**src/rtl/rst_seq_pkg.sv**
```systemverilog
// Shared types and cycle-count helpers for the reset sequencer.
package rst_seq_pkg;

    localparam int unsigned ERR_STAGE_W = 3;
    localparam int unsigned CNT_W       = 32;

    typedef enum logic [2:0] {
        StIdle,
        StDelay,
        StWaitRdy,
        StDone,
        StError
    } seq_state_e;

    function automatic logic [CNT_W-1:0] calc_delay_cyc(input int unsigned freq_mhz,
                                                        input int unsigned delay_us);
        return CNT_W'(freq_mhz * delay_us);
    endfunction

    function automatic logic [CNT_W-1:0] calc_tmo_cyc(input int unsigned freq_mhz,
                                                      input int unsigned timeout_us);
        return CNT_W'(freq_mhz * timeout_us);
    endfunction

endpackage

```
**src/rtl/rst_sequencer_if.sv**
```systemverilog
// Control/status bundle between the reset sequencer and the domains it sequences.
interface rst_sequencer_if
    import rst_seq_pkg::*;
#(
    parameter int unsigned STAGES = 4
) ();

    logic                   soft_req;
    logic [STAGES-1:0]      stage_ready;
    logic [STAGES-1:0]      stage_rst_n;
    logic                   seq_done;
    logic                   seq_err;
    logic [ERR_STAGE_W-1:0] err_stage;

    modport master (
        output soft_req,
        output stage_ready,
        input  stage_rst_n,
        input  seq_done,
        input  seq_err,
        input  err_stage
    );

    modport slave (
        input  soft_req,
        input  stage_ready,
        output stage_rst_n,
        output seq_done,
        output seq_err,
        output err_stage
    );

endinterface

```
**src/rtl/rst_seq_timer.sv**
```systemverilog
// Clearable saturating cycle counter with terminal-count compare.
module rst_seq_timer
    import rst_seq_pkg::*;
(
    input  logic             clk_i,
    input  logic             rst_i,
    input  logic             clr_i,
    input  logic             en_i,
    input  logic [CNT_W-1:0] tc_i,
    output logic             tc_hit_o
);

    logic [CNT_W-1:0] cnt_d, cnt_q;

    always_comb begin
        cnt_d = cnt_q;
        if (clr_i) begin
            cnt_d = '0;
        end else if (en_i && (cnt_q != '1)) begin
            cnt_d = cnt_q + CNT_W'(1);
        end
    end

    always_ff @(posedge clk_i) begin
        if (rst_i) begin
            cnt_q <= '0;
        end else begin
            cnt_q <= cnt_d;
        end
    end

    assign tc_hit_o = (cnt_q == tc_i);

endmodule

```
**src/rtl/rst_sequencer.sv**
```systemverilog
// Releases STAGES reset domains one at a time, waiting for each to report ready.
// Define RST_SEQ_READY_MON_EN to treat a ready drop after completion as an error.
module rst_sequencer
    import rst_seq_pkg::*;
#(
    parameter int unsigned FREQ             = 50,
    parameter int unsigned STAGES           = 4,
    parameter int unsigned STAGE_DELAY_US   = 100,
    parameter int unsigned READY_TIMEOUT_US = 1000
) (
    input logic             sys_clk,
    input logic             sys_reset,
    rst_sequencer_if.slave  bus
);

    localparam logic [CNT_W-1:0]       DELAY_CYC  = calc_delay_cyc(FREQ, STAGE_DELAY_US);
    localparam logic [CNT_W-1:0]       TMO_CYC    = calc_tmo_cyc(FREQ, READY_TIMEOUT_US);
    localparam logic [ERR_STAGE_W-1:0] LAST_STAGE = ERR_STAGE_W'(STAGES - 1);

    seq_state_e             state_q;
    logic [ERR_STAGE_W-1:0] k_q;
    logic [STAGES-1:0]      rst_n_q;
    logic                   done_q;
    logic                   err_q;
    logic [ERR_STAGE_W-1:0] err_stage_q;

    logic [STAGES-1:0] stage_sel;
    logic              rdy_k;
    logic              tc_hit;
    logic              tmr_en;
    logic              tmr_clr;
    logic [CNT_W-1:0]  tmr_tc;

    // One-hot of the current stage avoids out-of-range selects when STAGES < 8.
    always_comb begin
        stage_sel = '0;
        for (int unsigned i = 0; i < STAGES; i++) begin
            stage_sel[i] = (k_q == ERR_STAGE_W'(i));
        end
    end

    assign rdy_k  = |(bus.stage_ready & stage_sel);
    assign tmr_tc = (state_q == StWaitRdy) ? (TMO_CYC - CNT_W'(1)) : (DELAY_CYC - CNT_W'(1));

    always_comb begin
        tmr_en  = 1'b0;
        tmr_clr = 1'b1;
        unique case (state_q)
            StDelay: begin
                tmr_en  = 1'b1;
                tmr_clr = tc_hit;
            end
            StWaitRdy: begin
                tmr_en  = 1'b1;
                tmr_clr = rdy_k;
            end
            default: ;
        endcase
    end

    rst_seq_timer u_timer (
        .clk_i    (sys_clk),
        .rst_i    (sys_reset),
        .clr_i    (tmr_clr),
        .en_i     (tmr_en),
        .tc_i     (tmr_tc),
        .tc_hit_o (tc_hit)
    );

`ifdef RST_SEQ_READY_MON_EN
    logic [ERR_STAGE_W-1:0] mon_idx;

    always_comb begin
        mon_idx = '0;
        for (int i = STAGES - 1; i >= 0; i--) begin
            if (!bus.stage_ready[i]) begin
                mon_idx = ERR_STAGE_W'(i);
            end
        end
    end
`endif

    always_ff @(posedge sys_clk) begin
        if (sys_reset) begin
            state_q     <= StIdle;
            k_q         <= '0;
            rst_n_q     <= '0;
            done_q      <= 1'b0;
            err_q       <= 1'b0;
            err_stage_q <= '0;
        end else begin
            unique case (state_q)
                StIdle: begin
                    k_q     <= '0;
                    state_q <= StDelay;
                end
                StDelay: begin
                    if (tc_hit) begin
                        rst_n_q <= rst_n_q | stage_sel;
                        state_q <= StWaitRdy;
                    end
                end
                StWaitRdy: begin
                    // Ready wins over a coincident timeout.
                    if (rdy_k) begin
                        if (k_q == LAST_STAGE) begin
                            state_q <= StDone;
                            done_q  <= 1'b1;
                        end else begin
                            k_q     <= k_q + ERR_STAGE_W'(1);
                            state_q <= StDelay;
                        end
                    end else if (tc_hit) begin
                        state_q     <= StError;
                        err_q       <= 1'b1;
                        err_stage_q <= k_q;
                        rst_n_q     <= '0;
                    end
                end
                StDone: begin
                    if (bus.soft_req) begin
                        state_q <= StIdle;
                        rst_n_q <= '0;
                        done_q  <= 1'b0;
                    end
`ifdef RST_SEQ_READY_MON_EN
                    else if (!(&bus.stage_ready)) begin
                        state_q     <= StError;
                        done_q      <= 1'b0;
                        err_q       <= 1'b1;
                        err_stage_q <= mon_idx;
                        rst_n_q     <= '0;
                    end
`endif
                end
                StError: begin
                    if (bus.soft_req) begin
                        state_q     <= StIdle;
                        rst_n_q     <= '0;
                        err_q       <= 1'b0;
                        err_stage_q <= '0;
                    end
                end
                default: state_q <= StIdle;
            endcase
        end
    end

    assign bus.stage_rst_n = rst_n_q;
    assign bus.seq_done    = done_q;
    assign bus.seq_err     = err_q;
    assign bus.err_stage   = err_stage_q;

endmodule
```
**src/flat_wrapper.sv**
```systemverilog
// flat-port wrapper written by rule: the top's interface ports become plain ports
module rst_sequencer_flat import rst_seq_pkg::*;
#(
    parameter int unsigned FREQ             = 50,
    parameter int unsigned STAGES           = 4,
    parameter int unsigned STAGE_DELAY_US   = 100,
    parameter int unsigned READY_TIMEOUT_US = 1000
)
  (sys_clk, sys_reset, bus_soft_req, bus_stage_ready, bus_stage_rst_n, bus_seq_done, bus_seq_err, bus_err_stage);
  rst_sequencer_if #(.STAGES(STAGES)) bus_i ();
  input logic sys_clk;
  input logic sys_reset;
  input wire logic [$bits(bus_i.soft_req)-1:0] bus_soft_req;
  input wire logic [$bits(bus_i.stage_ready)-1:0] bus_stage_ready;
  output wire logic [$bits(bus_i.stage_rst_n)-1:0] bus_stage_rst_n;
  output wire logic [$bits(bus_i.seq_done)-1:0] bus_seq_done;
  output wire logic [$bits(bus_i.seq_err)-1:0] bus_seq_err;
  output wire logic [$bits(bus_i.err_stage)-1:0] bus_err_stage;
  assign bus_i.soft_req = bus_soft_req;
  assign bus_i.stage_ready = bus_stage_ready;
  assign bus_stage_rst_n = bus_i.stage_rst_n;
  assign bus_seq_done = bus_i.seq_done;
  assign bus_seq_err = bus_i.seq_err;
  assign bus_err_stage = bus_i.err_stage;
  rst_sequencer #(.FREQ(FREQ), .STAGES(STAGES), .STAGE_DELAY_US(STAGE_DELAY_US), .READY_TIMEOUT_US(READY_TIMEOUT_US)) u_core (.sys_clk(sys_clk), .sys_reset(sys_reset), .bus(bus_i));
endmodule
```
**config.mk**
```make
export PLATFORM = sky130hd
export DESIGN_NAME = rst_sequencer_flat
export DESIGN_NICKNAME = d
export VERILOG_FILES = /design/src/rtl/rst_seq_pkg.sv /design/src/rtl/rst_sequencer_if.sv /design/src/rtl/rst_seq_timer.sv /design/src/rtl/rst_sequencer.sv /design/src/flat_wrapper.sv
export SDC_FILE = /design/constraint.sdc
export NUM_CORES = 1
export LEC_CHECK = 0
export ABC_AREA = 1
export CAP_MARGIN = 5
export CORE_UTILIZATION = 35
export DETAILED_ROUTE_END_ITERATION = 10
export DONT_BUFFER_PORTS = 1
export GPL_ROUTABILITY_DRIVEN = 0
export PLACE_DENSITY = 0.51
export SYNTH_ARGS = -nofsm -noshare
export SYNTH_HDL_FRONTEND = slang
export SYNTH_HIERARCHICAL = 1
export SYNTH_SLANG_ARGS = --single-unit
```
**constraint.sdc**
```tcl
create_clock -name sys_clk -period 2.9 [get_ports sys_clk]
set_input_delay 0.145 -clock sys_clk [delete_from_list [all_inputs] [get_ports sys_clk]]
set_output_delay 0.145 -clock sys_clk [all_outputs]
set_load 0.01 [all_outputs]
```
# [Word-level counts from Yosys, hierarchy flattened]
# Index checks and enable logic that the tools add are counted.
[word_totals] input_bits=7 register_bits=47 word_cells=73 out_inout_bits=9
[op_classes] muxes=27 n_eq_ne=19 bitwise_logic=2 n_addsub=2 n_reduce_logical=16
[op_table] operator="32-bit by 1-bit adder with 32-bit output, second input constant" n=1
[op_table] operator="32-bit equality test" n=1
[op_table] operator="32-bit != test, second input constant" n=1
[op_table] operator="3-bit 2-to-1 mux" n=8
[op_table] operator="16-bit 2-to-1 mux" n=1
[op_table] operator="4-bit 2-to-1 mux" n=4
[op_table] operator="3-bit by 2-bit equality test with 1-bit output, second input constant" n=4
[op_table] operator="3-bit one-hot mux with 2 select lines" n=2
[op_table] operator="3-bit one-hot mux with 4 select lines" n=1
[op_table] operator="4-bit one-hot mux with 3 select lines" n=1
[op_table] operator="2-bit by 1-bit != test with 1-bit output, second input constant" n=5
[op_table] operator="2-bit != test, second input constant" n=4
[op_table] operator="4-bit AND reduction" n=2
[op_table] operator="3-bit by 1-bit equality test with 1-bit output, second input constant" n=2
[op_table] operator="3-bit logical NOT" n=2
[op_table] operator="1-bit 2-to-1 mux" n=6
[op_table] operator="1-bit one-hot mux with 2 select lines" n=3
[op_table] operator="3-bit AND reduction" n=2
[op_table] operator="2-bit nonzero test" n=3
[op_table] operator="2-bit OR reduction" n=3
[op_table] operator="5-bit AND reduction" n=1
[op_table] operator="4-bit bitwise AND" n=1
[op_table] operator="4-bit bitwise OR" n=1
[op_table] operator="4-bit OR reduction" n=1
[op_table] operator="other kinds (6)" n=6

# [Longest topological paths before layout]
[depth] ltp_word=6 ltp_mapped=14 ltp_nobuf=14

# [By module]
# Netlist, hierarchy kept.
[by_module_without_submodules] mod="rst_seq_timer" cells_per_inst=388 instances=1 area_each_um2=2348.5 seq_area_each_um2=640.6
[by_module_without_submodules] mod="rst_sequencer" cells_per_inst=132 instances=1 area_each_um2=940.9 seq_area_each_um2=300.3

# [Worst setup path before layout]
# Ideal clock, no wire load.
[synth_path] kind="reg-to-reg" startpoint="reg u_core.state_q[0]" endpoint="reg u_core.u_timer.cnt_q[13]" path_slack_ns=0.824 synth_period_minus_slack_ns=2.076 required_time_ns=2.785 stages_incl_launch_ff=15 n_path_buf=2 setup_time_ns=0.115 arrival_time_ns=1.961 path_cell_list="dfxtp_1 -> inv_1 -> nand3_2 -> clkbuf_8 -> xnor2_1 -> o21ai_0 -> nor3_1 -> nand3b_1 -> nor2_1 -> inv_1 -> o211ai_1 -> nor2_1 -> clkbuf_1 -> nand2_1 -> nor2_1"
[synth_between] elab_chain_len=5 word_cells_on_any_way=9 classes_between="eq/ne: 3; mux: 3; reduce/logical: 3"
[synth_rtl] element="start: declaration" line="rst_sequencer.sv:20" source="seq_state_e state_q;"
[synth_rtl] element="start signal: assignment" line="rst_sequencer.sv:85" source="state_q <= StIdle;"
[synth_rtl] element="start signal: assignment" line="rst_sequencer.sv:95" source="state_q <= StDelay;"
[synth_rtl] element="start signal: assignment" line="rst_sequencer.sv:100" source="state_q <= StWaitRdy;"
[synth_rtl] element="3-bit by 2-bit equality test with 1-bit output" line="rst_sequencer.sv:43" source="assign tmr_tc = (state_q == StWaitRdy) ? (TMO_CYC - CNT_W'(1)) : (DELAY_CYC - CNT_W'(1));"
[synth_rtl] element="16-bit 2-to-1 mux" line="rst_sequencer.sv:43"
[synth_rtl] element="named net u_core.tmr_tc[12]" line="rst_sequencer.sv:32" source="logic [CNT_W-1:0] tmr_tc;"
[synth_rtl] element="32-bit equality test" line="rst_seq_timer.sv:32" source="assign tc_hit_o = (cnt_q == tc_i);"
[synth_rtl] element="named net u_core.tc_hit" line="rst_sequencer.sv:29" source="logic tc_hit;"
[synth_rtl] element="1-bit one-hot mux with 2 select lines" line="rst_sequencer.sv:48" source="unique case (state_q)"
[synth_rtl] element="named net u_core.tmr_clr" line="rst_sequencer.sv:31" source="logic tmr_clr;"
[synth_rtl] element="2-bit OR reduction (no source line)"
[synth_rtl] element="end signal: assignment" line="rst_seq_timer.sv:28" source="cnt_q <= cnt_d;"
[synth_rtl] element="end: declaration" line="rst_seq_timer.sv:13" source="logic [CNT_W-1:0] cnt_d, cnt_q;"
# The timed path passes the listed nets, and every way through them passes these cells.
# A chain may end at the register's enable or synchronous reset.

# [Worst setup path in the final report]
[layout_path] startpoint="reg u_core.state_q[2]" endpoint="reg u_core.u_timer.cnt_q[2]"
# Same word-level chain as after synthesis.

==> metrics.md <==
| Metric | Value |
|---|---|
| Largest net degree at the start of global routing | `42` |
| P_leak | `1.33 nW` |
| Layout cells sized above 1 | `0.0871` |
| TritonCTS clock tree | `yes` |
| Post-synth top area share | `0.286` |
| Syn Area/Cell | `6.33 µm²` |
| Synth Area in Simple Gates | `0.442` |
| Max Clock Freq | `414 MHz` |
| Final slew viol count | `0` |
| Type of the most critical hold path | `primary input to register` |
| Post-CTS sizing | `0` |
| Synthesis warning total | `6` |
| Critical path arrival | `2.61 ns` |
| Post-placement cell area | `about 3500 µm²` |
| Status | `finished, final reports clean` |
| Total CTS buffers | `5` |
| Worst Hold Depth | `3` |
| Final nets | `563` |
| Effective utilization at floorplan | `0.359` |
| Num rows | `35` |
| Crit path from | `u_core/state_q[2]` |
| Power Total | `roughly 2.2 mW` |
| FF+latch count, synth | `between 40 and 50` |
| Min Hold Slack | `0.0446 ns` |
| Synth cell types | `35` |
| Vias per cell | `approximately 4.8` |
| Slew @ Worst Pin | `0.741 ns` |
| WHS Endpoint | `u_core/bus.stage_rst_n[3]` |
| Fin area | `3590 µm²` |
| Synth Area in XOR/XNOR | `0.0746` |
| Seq/Total Area, Yosys | `0.286` |
| Non-Filler Instances | `662` |
| Mux contribution to synthesized area | `0` |
| Num ports | `16` |
| CTS max path bufs | `2` |
| # diodes | `0` |
| Maximum net fanout on the critical path | `16` |
| Relative slew slack | `0.504` |
| Reg clk slew, reported paths | `about 0.09 ns` |
| Post-synth EDFFs | `0` |
| Critical Path Sink Type | `register` |
| WS Path Type | `register to register` |
| R2r setup slk | `0.49 ns` |
| Vias in the first global route | `2,968` |
| Mapped cell area | `3290 µm²` |
| Final TNS setup | `0 ns` |
| Setup bufs post-CTS | `0` |
| First-pass GRT wire length | `14.5 mm` |
| Post-Synthesis Cells | `520` |
| Die Span X | `98.9 µm` |
| Vias post-DR | `3,155` |
| Die Area | `9790 µm²` |
| Largest family of logic cells by synthesized area | `simple AND/OR/NAND/NOR gates` |
| Unrepaired setup endpoints after global routing | `no` |
| Die height | `98.9 µm` |
| Synth-to-Final Area Change | `9.05%` |
| Worst-Skew Late Latency | `between 0.3 and 0.4 ns` |
| Period utilisation layout | `0.833` |
| CP Launch Type | `register` |
| Adder and majority gate portion of the synthesized area | `0.0228` |
| Cells after DPL | `652` |
| Clk Tree Root Cell | `clkbuf_8` |
| Reg2Reg Capture Point | `u_core/u_timer/cnt_q[2]` |
| Initial antenna violation count | `0` |
| Hold Buf Count CTS | `2` |
| Grt total ovfl | `0` |
| CTS H-tree depth | `2` |
| GRT Total Usage | `0.187` |
| # port buffers | `0` |
| TritonRoute pass-1 iters | `5` |
| CTS Sinks | `47` |
| Detail Placement HPWL | `6.44 mm` |
| Initial DRC Count | `135` |
| Hold Crit Start | `sys_reset` |
| Cell taking the most area after synthesis | `dfxtp_1` |
| Max Cap Violations | `0` |
| Drt total wl | `8.34 mm` |
| IR drop worst, VDD | `201 µV` |
| R2R cell count | `13` |
| DRC | `0` |
| Final hold vios | `0` |
| Post-synth ARST share | `0` |
| CP Data Required Time | `between 3 and 4 ns` |
| Top post-synthesis cells by area | `dfxtp_1, nand2_1, nor2_1, nand3_1, xnor2_1` |
| Skew final | `0.00870 ns` |
| Pwr dens | `605 nW/µm²` |
| Reg2reg start | `u_core/state_q[2]` |
| Final Critical Period | `about 2.4 ns` |
| Core ar. | `approximately 9000 µm²` |
| Post-synthesis compound-gate area fraction | `0.0780` |
| Drt wl/cell | `12.6 µm` |
| DRT antenna net count | `0` |
| # setup viols final | `0` |
| Post-synth top flop | `dfxtp_1` |
synth_stat cells, types with 2 or more instances:
master / n
a21oi_1: 29
o21a_1: 2
nand2_2: 8
nor2_1: 103
nand3b_1: 3
conb_1: 2
nand2_1: 113
a31oi_1: 3
xor2_1: 6
clkinv_1: 5
clkbuf_1: 2
or2_2: 4
o21ai_2: 2
nand3_1: 42
nand4_1: 22
nor2_4: 5
a21boi_1: 2
nor2_2: 9
xnor2_1: 22
inv_1: 51
inv_2: 4
dfxtp_1: 47
buf_6: 3
ha_1: 6
o21ai_0: 6
buf_2: 5
nor3_1: 4
nand3_2: 3
cells in the final DEF (no fill, tap or decap), types with 8 or more instances in the layout:
| cell | count |
|---|---|
| nand3_1 | 42 |
| a21oi_1 | 29 |
| nand4_1 | 22 |
| inv_1 | 51 |
| nor2_2 | 10 |
| dfxtp_1 | 47 |
| xnor2_1 | 22 |
| nand2_1 | 113 |
| nor2_1 | 102 |
| nand2_2 | 8 |
| conb_1 | 31 |
report_power, final:
part	leakage (nW)	switching [mW]	internal [mW]
Sequential	0.380	0.0873	0.719
Clock	0.0422	0.233	0.170
Combinational	0.903	0.629	0.333
final cells by class:
| type | instances | area, µm² |
|---|---|---|
| Timing Repair Buffer | 6 | 50.0 |
| Fill cell | 1037 | 5570 |
| Tap cell | 111 | 139 |
| Clock buffer | 7 | 76.3 |
| Clock inverter | 1 | 5.00 |
| Inverter | 60 | 225 |
| Multi-Input combinational cell | 430 | 2150 |
| Sequential cell | 47 | 941 |
logic make-up after synthesis:
logic type,Yosys count
compound gates,46
xor+xnor,28
fa+ha+maj,6
buf+inv,72
flops,47
other cells,2
simple gates,319
critical path, cell delays in order, from the launching register on:
cell and delay [ns]:
dfxtp_1 0.34, inv_1 0.13, nand3_2 0.17, inv_1 0.25, xnor2_1 0.15, nand4_1 0.11, nor2_1 0.11, nand2_1 0.05
nor2_1 0.31, inv_1 0.07, o211ai_1 0.21, nor2_2 0.07, buf_4 0.19, a21boi_1 0.14
routing by layer:
metal / vias up / GRT usage / share of wire
met5: - / 0 / 0
met4: 0 / 0.0551 / 0.016
met3: 13 / 0.0270 / 0.033
met2: 43 / 0.299 / 0.45
met1: 1422 / 0.260 / 0.50
li1: 1677 / - / -
worst max path at each step:
stage	to	slack [ns]	depth (start not counted)
final	u_core/u_timer/cnt_q[2]	0.49	13
after global routing	u_core/u_timer/cnt_q[1]	0.14	14
after CTS	u_core/u_timer/cnt_q[2]	0.47	13
after detailed placement	u_core/u_timer/cnt_q[2]	0.50	13
after global placement	u_core/u_timer/cnt_q[2]	0.56	11
after floorplan	u_core/u_timer/cnt_q[13]	0.82	14
state kept, by name, summed over array words and instances (netlist names):
name	count
u_core/state_q	3
u_core/bus.stage_rst_n	4
u_core/bus.seq_done	1
u_core/k_q	3
u_core/bus.seq_err	1
u_core/bus.err_stage	3
u_core/u_timer/cnt_q	32
metrics by stage:
step,worst slack [ns],util
floorplan,0.824,-
global placement,0.563,0.381
detailed placement,0.497,0.381
CTS,0.466,0.392
global route,0.138,0.392
finish,0.485,0.392
(Power assumes the default switching activity.)
